[src/rtl/id_pkg.sv]
// -----------------------------------------------------------------------------
// id_pkg
// Shared definitions for the decode-stage serialization logic.
//   - ser_state_e    : sequencer states (IDLE / DRAIN / NOTIFY)
//   - ALU_LL, ALU_SC : ALU-control codes of the load-linked / store-conditional ops
//   - SYSCALL_OPWORD : full instruction word of SYSCALL
//   - classify_serializing() : decoder helper deriving Serialize/Notify flags
// -----------------------------------------------------------------------------
package id_pkg;

  typedef enum logic [1:0] {
    ST_IDLE   = 2'd0,
    ST_DRAIN  = 2'd1,
    ST_NOTIFY = 2'd2
  } ser_state_e;

  localparam logic [5:0]  ALU_LL         = 6'b101000;
  localparam logic [5:0]  ALU_SC         = 6'b110110;
  localparam logic [31:0] SYSCALL_OPWORD = 32'h0000000C;

  typedef struct packed {
    logic serialize;
    logic notify;
  } ser_class_t;

  // SYSCALL drains and notifies the simulator; LL/SC only drain.
  function automatic ser_class_t classify_serializing(input logic [31:0] instr,
                                                      input logic [5:0]  alu_ctrl);
    ser_class_t c;
    c.serialize = 1'b0;
    c.notify    = 1'b0;
    if (instr == SYSCALL_OPWORD) begin
      c.serialize = 1'b1;
      c.notify    = 1'b1;
    end else if ((alu_ctrl == ALU_LL) || (alu_ctrl == ALU_SC)) begin
      c.serialize = 1'b1;
      c.notify    = 1'b0;
    end else begin
      c.serialize = 1'b0;
      c.notify    = 1'b0;
    end
    return c;
  endfunction

endpackage

[src/rtl/id_drain_counter.sv]
// -----------------------------------------------------------------------------
// id_drain_counter
// Loadable down-counter with a zero flag; counts the remaining drain bubbles.
// Ports:
//   clk_i, rst_ni   : clock, asynchronous active-low reset
//   load_i          : load load_val_i (has priority over decrement)
//   load_val_i      : value to load
//   dec_i           : decrement by one; saturates at zero
//   zero_o          : counter currently equals zero
// -----------------------------------------------------------------------------
module id_drain_counter #(
  parameter int unsigned W = 2
) (
  input  logic         clk_i,
  input  logic         rst_ni,
  input  logic         load_i,
  input  logic [W-1:0] load_val_i,
  input  logic         dec_i,
  output logic         zero_o
);

  logic [W-1:0] cnt_q;
  logic [W-1:0] cnt_d;

  // Next count: load wins, otherwise saturating decrement.
  always_comb begin
    cnt_d = cnt_q;
    if (load_i) begin
      cnt_d = load_val_i;
    end else if (dec_i && (cnt_q != {W{1'b0}})) begin
      cnt_d = cnt_q - {{(W-1){1'b0}}, 1'b1};
    end else begin
      cnt_d = cnt_q;
    end
  end

  // Count register.
  always_ff @(posedge clk_i or negedge rst_ni) begin
    if (!rst_ni) begin
      cnt_q <= {W{1'b0}};
    end else begin
      cnt_q <= cnt_d;
    end
  end

  assign zero_o = (cnt_q == {W{1'b0}});

endmodule

[src/rtl/id_serialize_ctrl.sv]
// -----------------------------------------------------------------------------
// id_serialize_ctrl
// ID->EXE issue register plus serialization sequencer. A serializing
// instruction (SYSCALL, LL/SC) is issued with Kill_OUT set, followed by
// DRAIN_CYCLES+1 bubbles; a one-cycle SYS pulse is raised in the last one
// when the instruction asked for it.
// Ports:
//   CLK, RESET (async, active low)
//   Instr_IN / Instr_PC_IN / Payload_IN : instruction in ID and its bundle
//   Serialize_IN, Notify_IN             : decoder classification
//   FWD_REQ_FREEZE                      : load-use stall request
//   EXE_STALL                           : EXE cannot accept, hold everything
//   Instr_OUT / Instr_PC_OUT / Payload_OUT / Valid_OUT / Kill_OUT : to EXE
//   SYS          : registered syscall notification
//   WANT_FREEZE  : combinational, fetch holds the PC
//   Busy         : combinational, sequencer not idle
//   SerCount_OUT : wrapping count of accepted serializing instructions
// -----------------------------------------------------------------------------
module id_serialize_ctrl
  import id_pkg::*;
#(
  parameter int unsigned PAYLOAD_W    = 96,
  parameter int unsigned DRAIN_CYCLES = 3,
  parameter int unsigned CNT_W        = 16
) (
  input  logic                 CLK,
  input  logic                 RESET,
  input  logic [31:0]          Instr_IN,
  input  logic [31:0]          Instr_PC_IN,
  input  logic [PAYLOAD_W-1:0] Payload_IN,
  input  logic                 Serialize_IN,
  input  logic                 Notify_IN,
  input  logic                 FWD_REQ_FREEZE,
  input  logic                 EXE_STALL,
  output logic [31:0]          Instr_OUT,
  output logic [31:0]          Instr_PC_OUT,
  output logic [PAYLOAD_W-1:0] Payload_OUT,
  output logic                 Valid_OUT,
  output logic                 Kill_OUT,
  output logic                 SYS,
  output logic                 WANT_FREEZE,
  output logic                 Busy,
  output logic [CNT_W-1:0]     SerCount_OUT
);

  localparam int unsigned         DW         = $clog2(DRAIN_CYCLES + 1);
  localparam logic [DW-1:0]       DRAIN_LOAD = DW'(DRAIN_CYCLES - 1);
  localparam logic [CNT_W-1:0]    CNT_ONE    = CNT_W'(1);

  ser_state_e             state_q;
  logic                   notify_q;
  logic                   sys_q;
  logic [31:0]            instr_q;
  logic [31:0]            pc_q;
  logic [PAYLOAD_W-1:0]   payload_q;
  logic                   valid_q;
  logic                   kill_q;
  logic [CNT_W-1:0]       ser_cnt_q;

  logic                   drain_load_s;
  logic                   drain_dec_s;
  logic                   drain_zero_s;
  logic                   want_freeze_s;

  id_drain_counter #(
    .W (DW)
  ) u_drain_counter (
    .clk_i      (CLK),
    .rst_ni     (RESET),
    .load_i     (drain_load_s),
    .load_val_i (DRAIN_LOAD),
    .dec_i      (drain_dec_s),
    .zero_o     (drain_zero_s)
  );

  // Counter controls and fetch freeze. A stall freezes fetch and the counter.
  // NOTIFY deliberately drops the freeze so fetch moves past the serializing
  // instruction even if forwarding is asking for a stall.
  always_comb begin
    drain_load_s  = 1'b0;
    drain_dec_s   = 1'b0;
    want_freeze_s = 1'b0;
    if (EXE_STALL) begin
      want_freeze_s = 1'b1;
    end else begin
      case (state_q)
        ST_IDLE: begin
          drain_load_s  = Serialize_IN;
          want_freeze_s = Serialize_IN | FWD_REQ_FREEZE;
        end
        ST_DRAIN: begin
          drain_dec_s   = 1'b1;
          want_freeze_s = 1'b1;
        end
        ST_NOTIFY: begin
          want_freeze_s = 1'b0;
        end
        default: begin
          want_freeze_s = 1'b1;
        end
      endcase
    end
  end

  // Sequencer and issue register.
  always_ff @(posedge CLK or negedge RESET) begin
    if (!RESET) begin
      state_q   <= ST_IDLE;
      notify_q  <= 1'b0;
      sys_q     <= 1'b0;
      instr_q   <= 32'd0;
      pc_q      <= 32'd0;
      payload_q <= {PAYLOAD_W{1'b0}};
      valid_q   <= 1'b0;
      kill_q    <= 1'b0;
      ser_cnt_q <= {CNT_W{1'b0}};
    end else if (EXE_STALL) begin
      // hold all state
    end else begin
      case (state_q)
        ST_IDLE: begin
          sys_q <= 1'b0;
          if (Serialize_IN) begin
            instr_q   <= Instr_IN;
            pc_q      <= Instr_PC_IN;
            payload_q <= Payload_IN;
            valid_q   <= 1'b1;
            kill_q    <= 1'b1;
            notify_q  <= Notify_IN;
            ser_cnt_q <= ser_cnt_q + CNT_ONE;
            state_q   <= ST_DRAIN;
          end else if (FWD_REQ_FREEZE) begin
            // load-use bubble; PC of the bubble keeps the last issued PC
            instr_q   <= 32'd0;
            payload_q <= {PAYLOAD_W{1'b0}};
            valid_q   <= 1'b0;
            kill_q    <= 1'b0;
            state_q   <= ST_IDLE;
          end else begin
            instr_q   <= Instr_IN;
            pc_q      <= Instr_PC_IN;
            payload_q <= Payload_IN;
            valid_q   <= 1'b1;
            kill_q    <= 1'b0;
            state_q   <= ST_IDLE;
          end
        end
        ST_DRAIN: begin
          instr_q   <= 32'd0;
          payload_q <= {PAYLOAD_W{1'b0}};
          valid_q   <= 1'b0;
          kill_q    <= 1'b0;
          if (drain_zero_s) begin
            state_q <= ST_NOTIFY;
            sys_q   <= notify_q;
          end else begin
            state_q <= ST_DRAIN;
            sys_q   <= 1'b0;
          end
        end
        ST_NOTIFY: begin
          instr_q   <= 32'd0;
          payload_q <= {PAYLOAD_W{1'b0}};
          valid_q   <= 1'b0;
          kill_q    <= 1'b0;
          sys_q     <= 1'b0;
          state_q   <= ST_IDLE;
        end
        default: begin
          instr_q   <= 32'd0;
          payload_q <= {PAYLOAD_W{1'b0}};
          valid_q   <= 1'b0;
          kill_q    <= 1'b0;
          sys_q     <= 1'b0;
          state_q   <= ST_IDLE;
        end
      endcase
    end
  end

  assign Instr_OUT    = instr_q;
  assign Instr_PC_OUT = pc_q;
  assign Payload_OUT  = payload_q;
  assign Valid_OUT    = valid_q;
  assign Kill_OUT     = kill_q;
  assign SYS          = sys_q;
  assign SerCount_OUT = ser_cnt_q;
  assign WANT_FREEZE  = want_freeze_s;
  assign Busy         = (state_q != ST_IDLE);

endmodule

[config.mk]
export PLATFORM = sky130hd
export DESIGN_NAME = id_serialize_ctrl
export DESIGN_NICKNAME = d
export VERILOG_FILES = /design/src/rtl/id_pkg.sv /design/src/rtl/id_drain_counter.sv /design/src/rtl/id_serialize_ctrl.sv
export SDC_FILE = /design/constraint.sdc
export NUM_CORES = 1
export LEC_CHECK = 0
export CORE_MARGIN = 2
export CORE_UTILIZATION = 40
export CTS_CLUSTER_SIZE = 12
export DETAILED_ROUTE_END_ITERATION = 8
export GPL_TIMING_DRIVEN = 0
export MAX_ROUTING_LAYER = met4
export PLACE_DENSITY = 0.84
export SKIP_LAST_GASP = 1
export SLEW_MARGIN = 10
export SYNTH_ARGS = -nofsm -noshare
export SYNTH_HDL_FRONTEND = slang
export SYNTH_HIERARCHICAL = 1
export SYNTH_SLANG_ARGS = --single-unit
[constraint.sdc]
create_clock -name CLK -period 2.1 [get_ports CLK]
set_input_delay 0.42 -clock CLK [delete_from_list [all_inputs] [get_ports CLK]]
set_output_delay 0.42 -clock CLK [all_outputs]
set_load 0.02 [all_outputs]
==> flow_summary_export.csv <==
group,metric,value,unit
clock_network,clk_pin_slew,70,ps
place,hpwl,14770,um
status,status,"finished, violations left",
worst_setup_path,crit_family,"buffers and inverters",
drt,ant_nets,0,
clock_network,clockBufferDepth,2,
worst_setup_path,critPathMaxStageDelay,660,ps
worst_setup_path,cp-start-kind,"flop",
global_route,grt_max_degree,97,
power,p_seq_frac,0.369,
power,ir_drop,711.1,uV
layout,fill_cells,1192,
power,p_int,9452,uW
yosys,syn_area_per_cell,14.93,um^2
yosys,yosysTopAreaCellShare,0.6810,
worst_setup_path,required,1680,ps
layout,fin_nets,990,
sta,timing.fmax,506.8,MHz
yosys,seq_area_frac_synth,0.6810,
worst_setup_path,critical_path_cell_count,1,
global_route,overflow,0,
sta,drv_slew,0,
yosys,synth_area,0.006761,mm^2
die,ios,347,
die,floorplan.initialDensity,0.4092,
die,coreArea,0.01652,mm^2
worst_setup_path,path_cells,"clkdlybuf4s50_1",
worst_setup_path,critPathKind,"reg2out",
worst_setup_path,cp-end-kind,"output pin",
yosys,yosysUniqueCellTypes,33,
die,dieWidth,134.0,um
power,comb_power_share,0.401,
worst_setup_path,cp.arrival,1550,ps
power,clkPwrFrac,0.230,
sta,holdWs,-21.77,ps
place,dp_slack,-784.4,ps
sta,hold_viol,8,
place,numPortBuffers,346,
worst_setup_path,cp_max_fo,6,
yosys,synth_area_leaders,"dfrtp_1, a22o_1, mux2_2, buf_2, xor2_1",
clock_network,root_buffer,"clkbuf_16",
power,p_leak,0.004959,uW
die,die-area,0.01796,mm^2
worst_setup_path,rr_worst_depth,5,
clock_network,cts_tree,"done",
drt,drc_errors,0,
place,place.gp.congestion,0.7917,
sta,fin_skew,12.95,ps
layout,postLayoutCoreUtil,0.6762,
status,failed_checks,"hold timing",
clock_network,clkLatencyLatePin,430,ps
global_route,antenna_found_initial,1,
sta,period_needed,1973,ps
global_route,grtUsageTotal,0.2263,
power,switchingPower,4797,uW
sta,grt_setup_unrepaired,"false",
hold_path,min_path_type,"in2async",
clock_network,htreeDepth,4,
power,switching_share,0.3366,
die,die_y,134.0,um
yosys,syn_nets,621,
clock_network,cts.sinks,184,
yosys,syn_inst,453,
sta,setup_viol,0,
worst_setup_path,slowest_stage,"clkdlybuf4s50_1",
job,maxCapViolCount,0,
drt,dr_total_vias,5363,
yosys,yosysTopAreaCell,"dfrtp_1",
layout,drive_gt1_frac,0.1078,
drt,first_pass_iters,4,
power,power.density,1275,mW/mm^2
sta,period_share,0.9396,
drt,wirelength,19850,um
sta,fin_ws,126.9,ps
worst_setup_path,critPathBufInv,1,
drt,wl_per_cell,18.80,um
global_route,grt_pass1_vias,5706,
sta,tightest_slew,679.5,ps
yosys,ys_ff_latch,184,
die,num_rows,47,
sta,relSlewSlack,0.5470,
global_route,grt_pass1_wl,30600,um
layout,syn_to_final_growth,65.27,%
clock_network,cts_buffers,17,
drt,vias_per_cell,5.079,
drt,drt-initial-drc-count,214,
worst_setup_path,reg2reg_slack,190,ps
yosys,ys_warn_count,6,
[final cells by class]
class | count | area [um^2] | share of cell area
Antenna cell | 1 | 2.502 | 0.0002239
Buffer | 34 | 158.9 | 0.01422
Clock buffer | 20 | 466.7 | 0.04176
Clock inverter | 12 | 136.4 | 0.01220
Inverter | 5 | 18.77 | 0.001680
Multi-Input combinational cell | 230 | 1991 | 0.1781
Sequential cell | 184 | 4604 | 0.4120
Tap cell | 220 | 275.3 | 0.02463
Timing Repair Buffer | 350 | 3521 | 0.3151
[power by group through the flow]
stage | sequential [uW] | combinational (uW) | clock [uW]
after floorplan | 6530 | 1480 | 0
after global placement | 5270 | 5630 | 0
after detailed placement | 5310 | 5750 | 0
after CTS | 5260 | 5750 | 3310
after global routing | 5390 | 6010 | 3480
final | 5260 | 5710 | 3280
[repair_timing]
item	4_1_cts	5_1_grt
hold buffers	0	0
setup buffers	1	2
endpoints found under the setup margin	2	103
gates resized for setup	9	3
pin swaps	0	1
[metrics by stage]
step	cells	hold WS (ps)	setup TNS, ps	cell area (um^2)	power, uW
final	1056	-21.77	0	11170	14250
after global routing	1056	35.19	0	11170	14880
after CTS	1053	10.48	-9.609	11150	14330
after detailed placement	1020	463.7	-35130	10530	11060
after global placement	1019	456.7	-1277810	10500	10900
after floorplan	453	124.4	0	6761	8013
[cells in the mapped netlist, drive strengths merged]
cell type,number
inv,5
nor3b,1
nor4,2
ha,2
or2,1
nand2,6
nor2,7
or2b,1
nand2b,1
nand3,5
o311ai,1
a21o,2
a32o,1
nand4,4
and4,1
xnor2,6
buf,16
or4b,2
conb,2
o211ai,1
mux2,34
xor2,9
nor3,6
a22o,129
clkbuf,18
and2,1
dfrtp,184
nor4b,1
o21ai,2
nor2b,2
[cell families (layout without fill, tap and decap cells)]
logic type | count (synthesis) | after routing | synth area share
compound gates | 136 | 136 | 0.1754
xor+xnor | 15 | 15 | 0.01943
fa+ha+maj | 2 | 2 | 0.003700
buf+inv | 39 | 421 | 0.02461
flops | 184 | 184 | 0.6810
mux | 34 | 34 | 0.05662
other cells | 2 | 3 | 0.001111
simple gates | 41 | 41 | 0.03812
[layout by cell type, fill, tap and decap left out, types with 2 or more instances in the layout]
cell type,synthesis,final
nor2_1,7,7
buf_4,0,3
clkinvlp_4,0,3
dfrtp_1,184,184
a21o_1,2,2
buf_2,16,15
ha_1,2,2
xor2_1,9,9
clkbuf_16,0,17
inv_6,0,4
or4b_1,2,2
a22o_1,129,129
nand4_1,3,3
nor2b_1,2,2
clkinv_2,0,2
nand2_1,6,6
nor4_1,2,2
nor3_1,5,5
clkdlybuf4s50_1,0,342
clkbuf_1,18,16
xnor2_1,6,6
mux2_1,4,4
conb_1,2,2
inv_1,5,5
o21ai_0,2,2
clkbuf_8,0,3
bufinv_16,0,2
mux2_2,30,30
nand3_1,5,5
[state kept, by name, summed over array words and instances (netlist names)]
register and cells:
Instr_PC_OUT 32, Instr_OUT 32, Payload_OUT 96, Valid_OUT 1
SYS 1, Kill_OUT 1, state_q 2, notify_q 1
SerCount_OUT 16, u_drain_counter/cnt_q 2
[metal layers]
metal	GRT usage	share of wire	vias up
met5	-	0	-
met4	0.08889	0.028	0
met3	0.06538	0.082	36
met2	0.3832	0.50	247
met1	0.2541	0.39	2642
li1	-	-	2438
[final timing paths]
check	startpoint	endpoint
min in group CLK	SerCount_OUT[15]	SerCount_OUT[15]
max reg2reg	state_q[1]	Instr_PC_OUT[15]
max	SerCount_OUT[0]	SerCount_OUT[0]
min reg2reg	SerCount_OUT[15]	SerCount_OUT[15]
min	RESET	Instr_OUT[18]
max in group asynchronous	RESET	Payload_OUT[33]
Power figures use the tool's default switching activity.
